**src/rtl/uart_pkg.sv**
```systemverilog
// Shared UART definitions: word width, RX FIFO depth
// and the FIFO pointer-width helper.
package uart_pkg;

  localparam int UART_DATA_BITS     = 8;
  localparam int UART_RX_FIFO_DEPTH = 16;

  // One extra MSB distinguishes full from empty.
  function automatic int ptr_width(input int depth);
    return $clog2(depth) + 1;
  endfunction

endpackage

```
**src/rtl/uart_fifo_ram.sv**
```systemverilog
// RX FIFO storage: DEPTH x DATA_BITS register array.
// Synchronous write port, asynchronous read port, no reset.
module uart_fifo_ram
  import uart_pkg::*;
#(
  parameter int DATA_BITS = UART_DATA_BITS,
  parameter int DEPTH     = UART_RX_FIFO_DEPTH
) (
  input  logic                     clk,
  input  logic                     we,
  input  logic [$clog2(DEPTH)-1:0] waddr,
  input  logic [DATA_BITS-1:0]     wdata,
  input  logic [$clog2(DEPTH)-1:0] raddr,
  output logic [DATA_BITS-1:0]     rdata
);

  logic [DATA_BITS-1:0] mem [DEPTH];

  // Write the addressed entry on the clock edge.
  always_ff @(posedge clk) begin
    if (we)
      mem[waddr] <= wdata;
  end

  assign rdata = mem[raddr];

endmodule

```
**src/rtl/uart_rx_fifo.sv**
```systemverilog
// FWFT receive buffer behind the UART receiver.
// Define UART_RX_FIFO_COUNT_EN to add the count port.
module uart_rx_fifo
  import uart_pkg::*;
#(
  parameter int DATA_BITS = UART_DATA_BITS,
  parameter int DEPTH     = UART_RX_FIFO_DEPTH
) (
  input  logic                       clk,
  input  logic                       reset,
  input  logic                       wr_en,
  input  logic [DATA_BITS-1:0]       wr_data,
  input  logic                       rd_en,
  output logic [DATA_BITS-1:0]       rd_data,
  output logic                       empty,
  output logic                       full,
  output logic                       overflow,
`ifdef UART_RX_FIFO_COUNT_EN
  input  logic                       ovf_clr,
  output logic [$clog2(DEPTH):0]     count
`else
  input  logic                       ovf_clr
`endif
);

  localparam int PW = ptr_width(DEPTH);
  localparam int AW = PW - 1;

  logic [PW-1:0]        wr_ptr;
  logic [PW-1:0]        rd_ptr;
  logic                 wr_acc;
  logic                 rd_acc;
  logic                 drop;
  logic [DATA_BITS-1:0] ram_q;

  assign empty  = (wr_ptr == rd_ptr);
  assign full   = (wr_ptr[AW-1:0] == rd_ptr[AW-1:0]) &&
                  (wr_ptr[AW] != rd_ptr[AW]);
  assign rd_acc = rd_en && !empty;
  assign wr_acc = wr_en && (!full || rd_en);
  assign drop   = wr_en && full && !rd_en;

  assign rd_data = empty ? '0 : ram_q;

  uart_fifo_ram #(
    .DATA_BITS(DATA_BITS),
    .DEPTH    (DEPTH)
  ) u_ram (
    .clk  (clk),
    .we   (wr_acc),
    .waddr(wr_ptr[AW-1:0]),
    .wdata(wr_data),
    .raddr(rd_ptr[AW-1:0]),
    .rdata(ram_q)
  );

  // Advance pointers on accepted writes and reads.
  always_ff @(posedge clk or negedge reset) begin
    if (!reset) begin
      wr_ptr <= '0;
      rd_ptr <= '0;
    end else begin
      if (wr_acc)
        wr_ptr <= wr_ptr + 1'b1;
      if (rd_acc)
        rd_ptr <= rd_ptr + 1'b1;
    end
  end

  // Sticky drop flag; a new drop beats a clear.
  always_ff @(posedge clk or negedge reset) begin
    if (!reset)
      overflow <= 1'b0;
    else if (drop)
      overflow <= 1'b1;
    else if (ovf_clr)
      overflow <= 1'b0;
  end

`ifdef UART_RX_FIFO_COUNT_EN
  // Registered occupancy tracking accepted traffic.
  always_ff @(posedge clk or negedge reset) begin
    if (!reset)
      count <= '0;
    else
      count <= count + PW'(wr_acc) - PW'(rd_acc);
  end
`endif

endmodule

```
**config.mk**
```make
export PLATFORM = sky130hd
export DESIGN_NAME = uart_rx_fifo
export DESIGN_NICKNAME = d
export VERILOG_FILES = /design/src/rtl/uart_pkg.sv /design/src/rtl/uart_fifo_ram.sv /design/src/rtl/uart_rx_fifo.sv
export SDC_FILE = /design/constraint.sdc
export NUM_CORES = 1
export LEC_CHECK = 0
export ABC_AREA = 1
export CAP_MARGIN = 20
export CORE_MARGIN = 2
export CORE_UTILIZATION = 51
export CTS_BUF_LIST = sky130_fd_sc_hd__clkbuf_8 sky130_fd_sc_hd__clkbuf_16
export CTS_CLUSTER_DIAMETER = 30
export CTS_CLUSTER_SIZE = 28
export DETAILED_ROUTE_END_ITERATION = 10
export GPL_ROUTABILITY_DRIVEN = 0
export HOLD_SLACK_MARGIN = 0.05
export PLACE_DENSITY = 0.65
export SLEW_MARGIN = 20
export SYNTH_ARGS = -nofsm -noshare
export SYNTH_HDL_FRONTEND = slang
export SYNTH_SLANG_ARGS = --single-unit
```
**constraint.sdc**
```tcl
create_clock -name clk -period 2.32 [get_ports clk]
set_input_delay 0.58 -clock clk [delete_from_list [all_inputs] [get_ports clk]]
set_output_delay 0.58 -clock clk [all_outputs]
set_load 0.02 [all_outputs]
```
== After elaboration in Yosys (flattened, before gate mapping) ==
Memory sizes are Yosys's and may differ from the RTL's.
Cells that the tools add are included.

* $add $sub $neg: 2
* Multipliers: 0
* Divide/modulo/power cells: 0
* Magnitude comparators: 0
* Equal/unequal tests: 3
* Shifts and indexed selects: 0
* Multiplexer cells: 5
* Bitwise gates (word level): 0
* Reductions and logical operators: 10

{| class="wikitable"
|+ Operators with widths
! kind !! count
|-
| $add A5 B1 Y5 const B || 2
|-
| $mux W8 || 1
|-
| $eq A5 B5 Y1 || 1
|-
| $logic_and A1 B1 Y1 || 5
|-
| $eq A4 B4 Y1 || 1
|-
| $mux W1 || 4
|-
| $logic_not A1 Y1 || 3
|-
| $reduce_bool A2 Y1 || 1
|-
| $logic_or A1 B1 Y1 || 1
|-
| $ne A1 B1 Y1 || 1
|}

* Register bits: 11
* Latch bits: 0
* Bits in writable memories: 128
* Memory bits (read-only): 0
* Bits of input ports: 13
* Output and inout bits: 11
* Logic and storage cells: 24
* Memories: 1

{| class="wikitable"
|+ Memory list
! memory !! depth !! width !! rd ports !! clocked after Yosys merged registers in !! write ports !! line !! source
|-
| u_ram.mem || 16 || 8 || 1 || 0 || 1 || uart_fifo_ram.sv:17 || <nowiki>logic [DATA_BITS-1:0] mem [DEPTH];</nowiki>
|}

== Logic depth before layout (Yosys ltp) ==
* Depth in word-level cells: 7
* Depth in mapped cells: 12
* Mapped depth without buffers: 9

== Modules after synthesis ==
Synthesis repeated with hierarchy kept, for this count alone.

* Cell total of the unflattened synthesis: 648
* Area, all modules: 6344.8 um2

{| class="wikitable"
|+ By module, submodules not included
! module !! times used !! cells each !! area an instance (um2) !! seq. area each (um2)
|-
| uart_fifo_ram || 1 || 543 || 5606.6 || 3843.7
|-
| uart_rx_fifo || 1 || 105 || 738.2 || 275.3
|}

== Least setup slack after synthesis ==
No wires, ideal clock.

* Path type: flip-flop to output port
* From: register rd_ptr[0]
* To: output rd_data[6]
* Arrival: 1482 ps
* Path slack: 258 ps
* Cell stages (with the launch flop): 11
* Buffers on the path: 3
* Cell sequence: dfrtp_1 -> buf_2 -> inv_2 -> buf_2 -> buf_2 -> nand2_1 -> nand2_1 -> nand2_1 -> nand3_1 -> a21oi_1 -> nor2_1

* Cells in the longest elaborated chain, start to end: 2
* Elaborated cells between the ends (all ways): 3
* Classes of those cells: eq/ne (1); mux (1); memory (1)

{| class="wikitable"
|+ RTL lines
! item !! line !! source
|-
| start: declaration || uart_rx_fifo.sv:30 || <nowiki>logic [PW-1:0] rd_ptr;</nowiki>
|-
| start signal: assignment || uart_rx_fifo.sv:66 || <nowiki>rd_ptr <= rd_ptr + 1'b1;</nowiki>
|-
| $mem_v2 Z16 W8 or $eq A5 B5 Y1 (tied branches) || -- ||
|-
| $mux W8 * || uart_rx_fifo.sv:43 || <nowiki>assign rd_data = empty ? '0 : ram_q;</nowiki>
|-
| end: declaration || uart_rx_fifo.sv:14 || <nowiki>output logic [DATA_BITS-1:0] rd_data,</nowiki>
|}

Every way passes the cells marked *; elsewhere a longest branch is shown, timed or not.

== Worst setup path in the final report ==
* From: register rd_ptr[0]
* To: output rd_data[4]

Same word-level chain as after synthesis.

==> tab_implementation.tex <==
\begin{tabular}{lr}
\hline
Metric & Value \\
\hline
\multicolumn{2}{l}{\textbf{Die}} \\
Total number of placement rows & 40 \\
Starting density of the core & between 50\% and 60\% \\
Count of boundary I/O pins & 24 \\
Width of the die & 115 um \\
Die span in y & about 110 um \\
Core Region & roughly 0.012 mm\^{}2 \\
Full die area & around 0.013 mm\^{}2 \\
\multicolumn{2}{l}{\textbf{Clock network}} \\
Maximum root-to-sink buffer count & 2 \\
Number of hold buffers added after CTS & 0 \\
Root buffer cell & sky130\_fd\_sc\_hd\_\_clkbuf\_16 \\
Clock tree from TritonCTS & built \\
Clock sink total & roughly 140 \\
Clock transition at the register clock pins on the worst setup and hold paths after CTS & 0.06 ns \\
Total CTS buffers & 17 \\
Source-to-sink clock delay at the later pin of the worst-skew pair & roughly 0.42 ns \\
H-Tree Depth & 4 \\
\multicolumn{2}{l}{\textbf{Power and ir drop}} \\
Leakage & about 3.4 nW \\
Power spent charging and discharging nets & roughly 4.3 mW \\
Power Internal & 6.61 mW \\
Clock share of power & a little under a quarter \\
Combinational Power Share & roughly 47\% \\
Switch share & just under 40\% \\
Worst supply voltage drop on vdd & roughly 0.65 mV \\
Part of the total power dissipated in sequential elements & a little under 30\% \\
Power Dens Cells & between 1000 and 1500 mW/mm\^{}2 \\
\multicolumn{2}{l}{\textbf{Critical path}} \\
Cell at the slowest stage of the critical path & sky130\_fd\_sc\_hd\_\_dfrtp\_2 \\
Cell type with the highest occurrence count on the critical path & sky130\_fd\_sc\_hd\_\_nand2\_1 \\
Worst Path Class, Setup & reg -> out \\
Critical path launch point type & register \\
Slowest Stage Delay on Critical Path & around 0.47 ns \\
CP endpoint kind & output port \\
Sequence of cells on the critical path & buf\_4 -> buf\_16 -> nand2\_1 -> nand3\_1 -> nand3\_2 -> nand2\_1 -> nand2\_1 -> nand2\_2 -> nor2\_1 -> buf\_4 \\
Worst Path Arrival & approximately 2 ns \\
Number of cells on the worst reg-to-reg path & 11 \\
Critical path depth & 10 \\
Cell family contributing the most delay on the critical path & simple AND/OR/NAND/NOR gates \\
CP required & roughly 1.7 ns \\
Worst-path maximum fanout & 34 \\
Worst path bufs/invs & 3 \\
\multicolumn{2}{l}{\textbf{Timing}} \\
Shortest clock period the worst path allows after layout & between 2 and 3 ns \\
Headroom to the max-slew limit & between 50\% and 60\% \\
Final total negative setup slack & -2.32 ns \\
Period utilisation layout & 111\% \\
Max Fclk & slightly below 400 MHz \\
RSZ-0062 raised after global routing & yes \\
Worst clock skew & between 0.009 and 0.01 ns \\
Max-slew violation count & 0 \\
Post-layout worst setup margin & -0.261 ns \\
Final count of negative-setup-slack endpoints & 10 \\
Final hold vios & 0 \\
Measured slew at the worst slew-check pin & approximately 0.73 ns \\
\multicolumn{2}{l}{\textbf{Finish}} \\
Synthesis-to-layout area growth & 26.3\% \\
N\_diodes & 0 \\
Final std cell area, no fill & around 0.008 mm\^{}2 \\
Net count reported at finish & between 700 and 800 \\
Final standard cell count with taps included and fillers excluded & 865 \\
Layout cells sized above 1 & between 20\% and 30\% \\
\multicolumn{2}{l}{\textbf{Synth}} \\
Warnings, synthesis & 0 \\
Sequential fraction of the synthesis area & between 60\% and 70\% \\
EDFF count, synth & around 130 \\
Top post-synthesis cells by area & sky130\_fd\_sc\_hd\_\_edfxtp\_1, sky130\_fd\_sc\_hd\_\_nand2\_1, sky130\_fd\_sc\_hd\_\_nand3\_1, sky130\_fd\_sc\_hd\_\_dfrtp\_1, sky130\_fd\_sc\_hd\_\_inv\_1 \\
Commonest cells in the synthesized netlist & sky130\_fd\_sc\_hd\_\_nand2\_1, sky130\_fd\_sc\_hd\_\_edfxtp\_1, sky130\_fd\_sc\_hd\_\_nand3\_1 \\
Cell count after synthesis & between 600 and 700 \\
Post-synth cell types & 24 \\
Library cell with the highest instance count after synthesis & sky130\_fd\_sc\_hd\_\_nand2\_1 \\
Share of flip-flops with an asynchronous set or reset & under 10\% \\
Largest area contributor in the netlist & sky130\_fd\_sc\_hd\_\_edfxtp\_1 \\
Syn Area/Cell & around 10 um\^{}2 \\
Top-area cell type share of the netlist area & 61.3\% \\
Post-synth net total & about 650 \\
Seq cells post-synth & between 100 and 150 \\
Top FF cell, synth & sky130\_fd\_sc\_hd\_\_edfxtp\_1 \\
Cell area after synthesis & roughly 0.0063 mm\^{}2 \\
\multicolumn{2}{l}{\textbf{Detailed routing}} \\
Number of vias in the routed layout & about 4600 \\
Count of routing violations after the opening detailed-route iteration & about 370 \\
Number of optimization iterations in the first detailed-route pass & 5 \\
Via count normalized by instance count & about 5.3 \\
Final wirelength & between 15000 and 20000 um \\
Drt drc & 0 \\
Final ANT Viol Nets & 0 \\
Drt wl/cell & $\sim$18 um \\
\multicolumn{2}{l}{\textbf{Placement}} \\
Number of buffer cells added on primary ports & 23 \\
Placement-stage worst setup slack & -0.206 ns \\
Post-Place Cell Area & between 0.007 and 0.008 mm\^{}2 \\
Number of placed cells counting well taps & a little over 800 \\
Final HPWL from detailed placement & around 9000 um \\
\multicolumn{2}{l}{\textbf{Min path}} \\
Class of the most critical hold timing path & in -> async \\
\multicolumn{2}{l}{\textbf{Outcome}} \\
Failing checks & setup timing \\
Run status & complete, but fails checks \\
\multicolumn{2}{l}{\textbf{Flow run}} \\
Count of max-cap constraint violations & 0 \\
\multicolumn{2}{l}{\textbf{GRT}} \\
Via count of the first global-routing pass & roughly 4400 \\
Wire length of the first global-routing pass & roughly 24000 um \\
Total Routing Usage GR & 25.0\% \\
Largest net degree at the start of global routing & 40 \\
Initial antenna violation count & 0 \\
Global route total overflow & 0 \\
\hline
\end{tabular}
==> registers in the layout, summed over array words and instances (netlist names) <==
signal     flops
u_ram.mem    128
rd_ptr         5
overflow       1
wr_ptr         5
==> power by group through the flow <==
stage          clock network [mW]  registers [mW]  logic (mW)
4_1_cts                      2.59            3.16        4.93
3_3_place_gp                    0            3.18        4.22
2_1_floorplan                   0            3.16        2.56
6_report                     2.58            3.16        5.16
5_1_grt                      2.71            3.18        5.58
3_5_place_dp                    0            3.19        4.28
==> what timing repair did <==
item | CTS | global route
endpoints found under the hold margin | 0 | 0
pin swaps | 19 | 13
gates cloned | 4 | 0
resized for setup | 82 | 21
setup endpoints to repair | 10 | 10
setup buffers | 10 | 2
==> worst register-to-register path, stage by stage (launching register included) <==
cell	delay, ns
sky130_fd_sc_hd__dfrtp_2	0.45
sky130_fd_sc_hd__clkinv_4	0.12
sky130_fd_sc_hd__buf_12	0.16
sky130_fd_sc_hd__nand2_4	0.06
sky130_fd_sc_hd__nand2_4	0.06
sky130_fd_sc_hd__nor2_4	0.20
sky130_fd_sc_hd__buf_4	0.15
sky130_fd_sc_hd__buf_4	0.10
sky130_fd_sc_hd__nand4_4	0.14
sky130_fd_sc_hd__nand2_4	0.26
sky130_fd_sc_hd__nor2_1	0.09
sky130_fd_sc_hd__buf_4	0.20
==> routing by layer <==
metal / global-route usage, % / up-vias / wire length (um)
met5: 0 / - / 0
li1: - / 2194 / -
met4: 12.4 / 0 / 518
met2: 39.5 / 169 / 7470
met3: 4.85 / 37 / 972
met1: 33.4 / 2176 / 6570
==> final timing paths <==
| path | startpoint | endpoint | slack, ns |
|---|---|---|---|
| setup reg to reg | rd_ptr[0] | u_ram.mem[0][5] | 0.08 |
| hold reg to reg | overflow | overflow | 0.54 |
| hold / removal | reset | rd_ptr[3] | 0.52 |
| min in group clk | overflow | overflow | 0.54 |
| max in group asynchronous | reset | rd_ptr[0] | 1.40 |
| setup / recovery | rd_ptr[0] | rd_data[4] | -0.26 |
==> per-stage QoR <==
stage               total power, mW  hold slack [ns]  util [%]
floorplan                      5.72            0.284         -
global placement               7.39            0.517      58.3
detailed placement             7.47            0.532      58.3
CTS                            10.7            0.531      65.2
global route                   11.5            0.554      65.9
finish                         10.9            0.519      65.9
==> cell families after synthesis <==
kind of cell               share of synthesized area (%)
and+or+nand+nor                                     24.7
DFF                                                 65.7
buffers and inverters                               6.21
AOI/OAI and AO/OA                                   1.48
xor gates and xnor gates                           0.978
adders and majority gates                          0.998
==> final cells by class <==
type                    instances  area, um^2
flip-flops and latches        139        4120
clock inverters                15         144
well taps                     147         184
fillers                       918        4090
inverters                      63         246
clock buffers                  17         425
repair buffers                 86         893
multi-input cells             398        1910
==> placed cells by master, fill, tap and decap left out, types with 4 or more instances in the layout <==
cell | synthesis | final
sky130_fd_sc_hd__nand2_2 | 7 | 15
sky130_fd_sc_hd__ha_1 | 5 | 5
sky130_fd_sc_hd__nand2_1 | 247 | 235
sky130_fd_sc_hd__dfrtp_1 | 11 | 10
sky130_fd_sc_hd__buf_12 | 0 | 10
sky130_fd_sc_hd__nand3_2 | 0 | 6
sky130_fd_sc_hd__buf_4 | 4 | 53
sky130_fd_sc_hd__inv_1 | 59 | 58
sky130_fd_sc_hd__clkdlybuf4s50_1 | 0 | 13
sky130_fd_sc_hd__a21oi_1 | 8 | 6
sky130_fd_sc_hd__clkinv_4 | 0 | 6
sky130_fd_sc_hd__nand2_4 | 2 | 6
sky130_fd_sc_hd__edfxtp_1 | 128 | 128
sky130_fd_sc_hd__nand3_1 | 65 | 59
sky130_fd_sc_hd__nor2_4 | 1 | 4
sky130_fd_sc_hd__buf_6 | 0 | 6
sky130_fd_sc_hd__clkbuf_16 | 0 | 17
sky130_fd_sc_hd__nor2_2 | 0 | 4
sky130_fd_sc_hd__o21ai_0 | 9 | 9
sky130_fd_sc_hd__nor2_1 | 42 | 35
sky130_fd_sc_hd__clkinvlp_4 | 0 | 4
Power figures use the tool's default switching activity.
==> patch: new RTL, same flow settings <==
The package constant `UART_DATA_BITS` goes from 8 to 12.
--- a/src/rtl/uart_pkg.sv
+++ b/src/rtl/uart_pkg.sv
@@ -2,7 +2,7 @@
 // and the FIFO pointer-width helper.
 package uart_pkg;
 
-  localparam int UART_DATA_BITS     = 8;
+  localparam int UART_DATA_BITS     = 12;
   localparam int UART_RX_FIFO_DEPTH = 16;
 
   // One extra MSB distinguishes full from empty.
Ports: changed (resized rd_data and wr_data); port bits go from 24 to 32. No check against the original RTL was run, so the function may have changed too.
==> patch against the unedited design <==
- the flow still finishes with violations (negative setup slack)
- setup slack worse by 0.15 ns
- first-iteration DRC count up 85%
- wire length up 59%
- design area up 55%
- area after synthesis up 42%
- final cell count up 47%
- sequential cell count up 64
- clock power up 120%
- total power up 68%
- critical path type unchanged
- largest cell class unchanged
- largest power group unchanged
==> patch: results <==
group,metric,value,unit
place,dp.final_hpwl,14.2,mm
synthesis,postSynthNetCount,899,
worst_setup_path,worst-endpoint-arrival,2.15,ns
finish,number_of_nets_at_the_end_of_the_flow,1035,
clock_tree,cts_setup_buffers,6,
synthesis,yosys.area_share.xor_xnor,0.00689,
pwr,p_leak,0.00526,µW
drt,avgViaCountPerCell,5.30,
place,numPlacedInstances,1182,
synthesis,synth-compound-area-share,0.0166,
worst_setup_path,critical-path-slowest-cell,"dfrtp_4",
synthesis,synth_cell_type_count,23,
sta,worst_slack,-0.408,ns
run_status,violations,"negative setup slack",
drt,drt_iter0_markers,689,
synthesis,ys_top_cells_by_area,"edfxtp_1 65%, nand2_1 15%, nand3_1 5.2%, inv_1 3.7%, dfrtp_1 3.1%",
sta,whs,0.421,ns
sta,final.setup.tns,-5.00,ns
run_status,outcome,"complete, but fails checks",
finish,drive_gt1_frac,0.278,
global_route,via_count_of_the_first_global_routing_pass,6627,
clock_tree,ctsHtreeMaxLevel,2,
worst_setup_path,ff2ff_setup_slack,0.19,ns
finish,layout_top_registers,"u_ram.mem x192, rd_ptr x5, wr_ptr x5",
clock_tree,tritoncts_buffer_count,41,
drt,routedLengthMet1,10.0,mm
sta,timing.final.setup_violations,14,
global_route,maximum_number_of_pins_on_one_net_before_global_route_repair,30,
clock_tree,cts.repair.resized,129,
worst_setup_path,worstReg2RegEnd,"u_ram.mem[6][3]",
synthesis,synthAdderAreaFrac,0.00703,
clock_tree,clk-insertion-delay-late,0.51,ns
global_route,grt_first_pass_wirelength,36.3,mm
-- patch: how the worst min path moves through the flow --
stage	startpoint	endpoint	cells past startpoint
floorplan	reset	overflow	0
global placement	overflow	overflow	2
detailed placement	overflow	overflow	2
CTS	reset	rd_ptr[4]	1
global route	reset	rd_ptr[4]	1
finish	reset	rd_ptr[4]	1
-- patch: routing by layer --
metal	up-vias	track usage
li1	3151	-
met5	-	0
met3	71	0.0570
met2	287	0.427
met4	0	0.124
met1	3227	0.351
-- patch: layout make-up --
type                    instances  share of cell area
clock inverters                33              0.0266
multi-input cells             539               0.220
repair buffers                135               0.124
inverters                      93              0.0294
clock buffers                  42              0.0854
flip-flops and latches        203               0.491
well taps                     225              0.0229
-- patch: power by group --
part / total (µW) / switching (µW) / internal [µW]
sequential: 4560 / 162 / 4400
clock: 5780 / 1920 / 3860
combinational: 7960 / 4600 / 3360
total: 18300 / 6680 / 11600
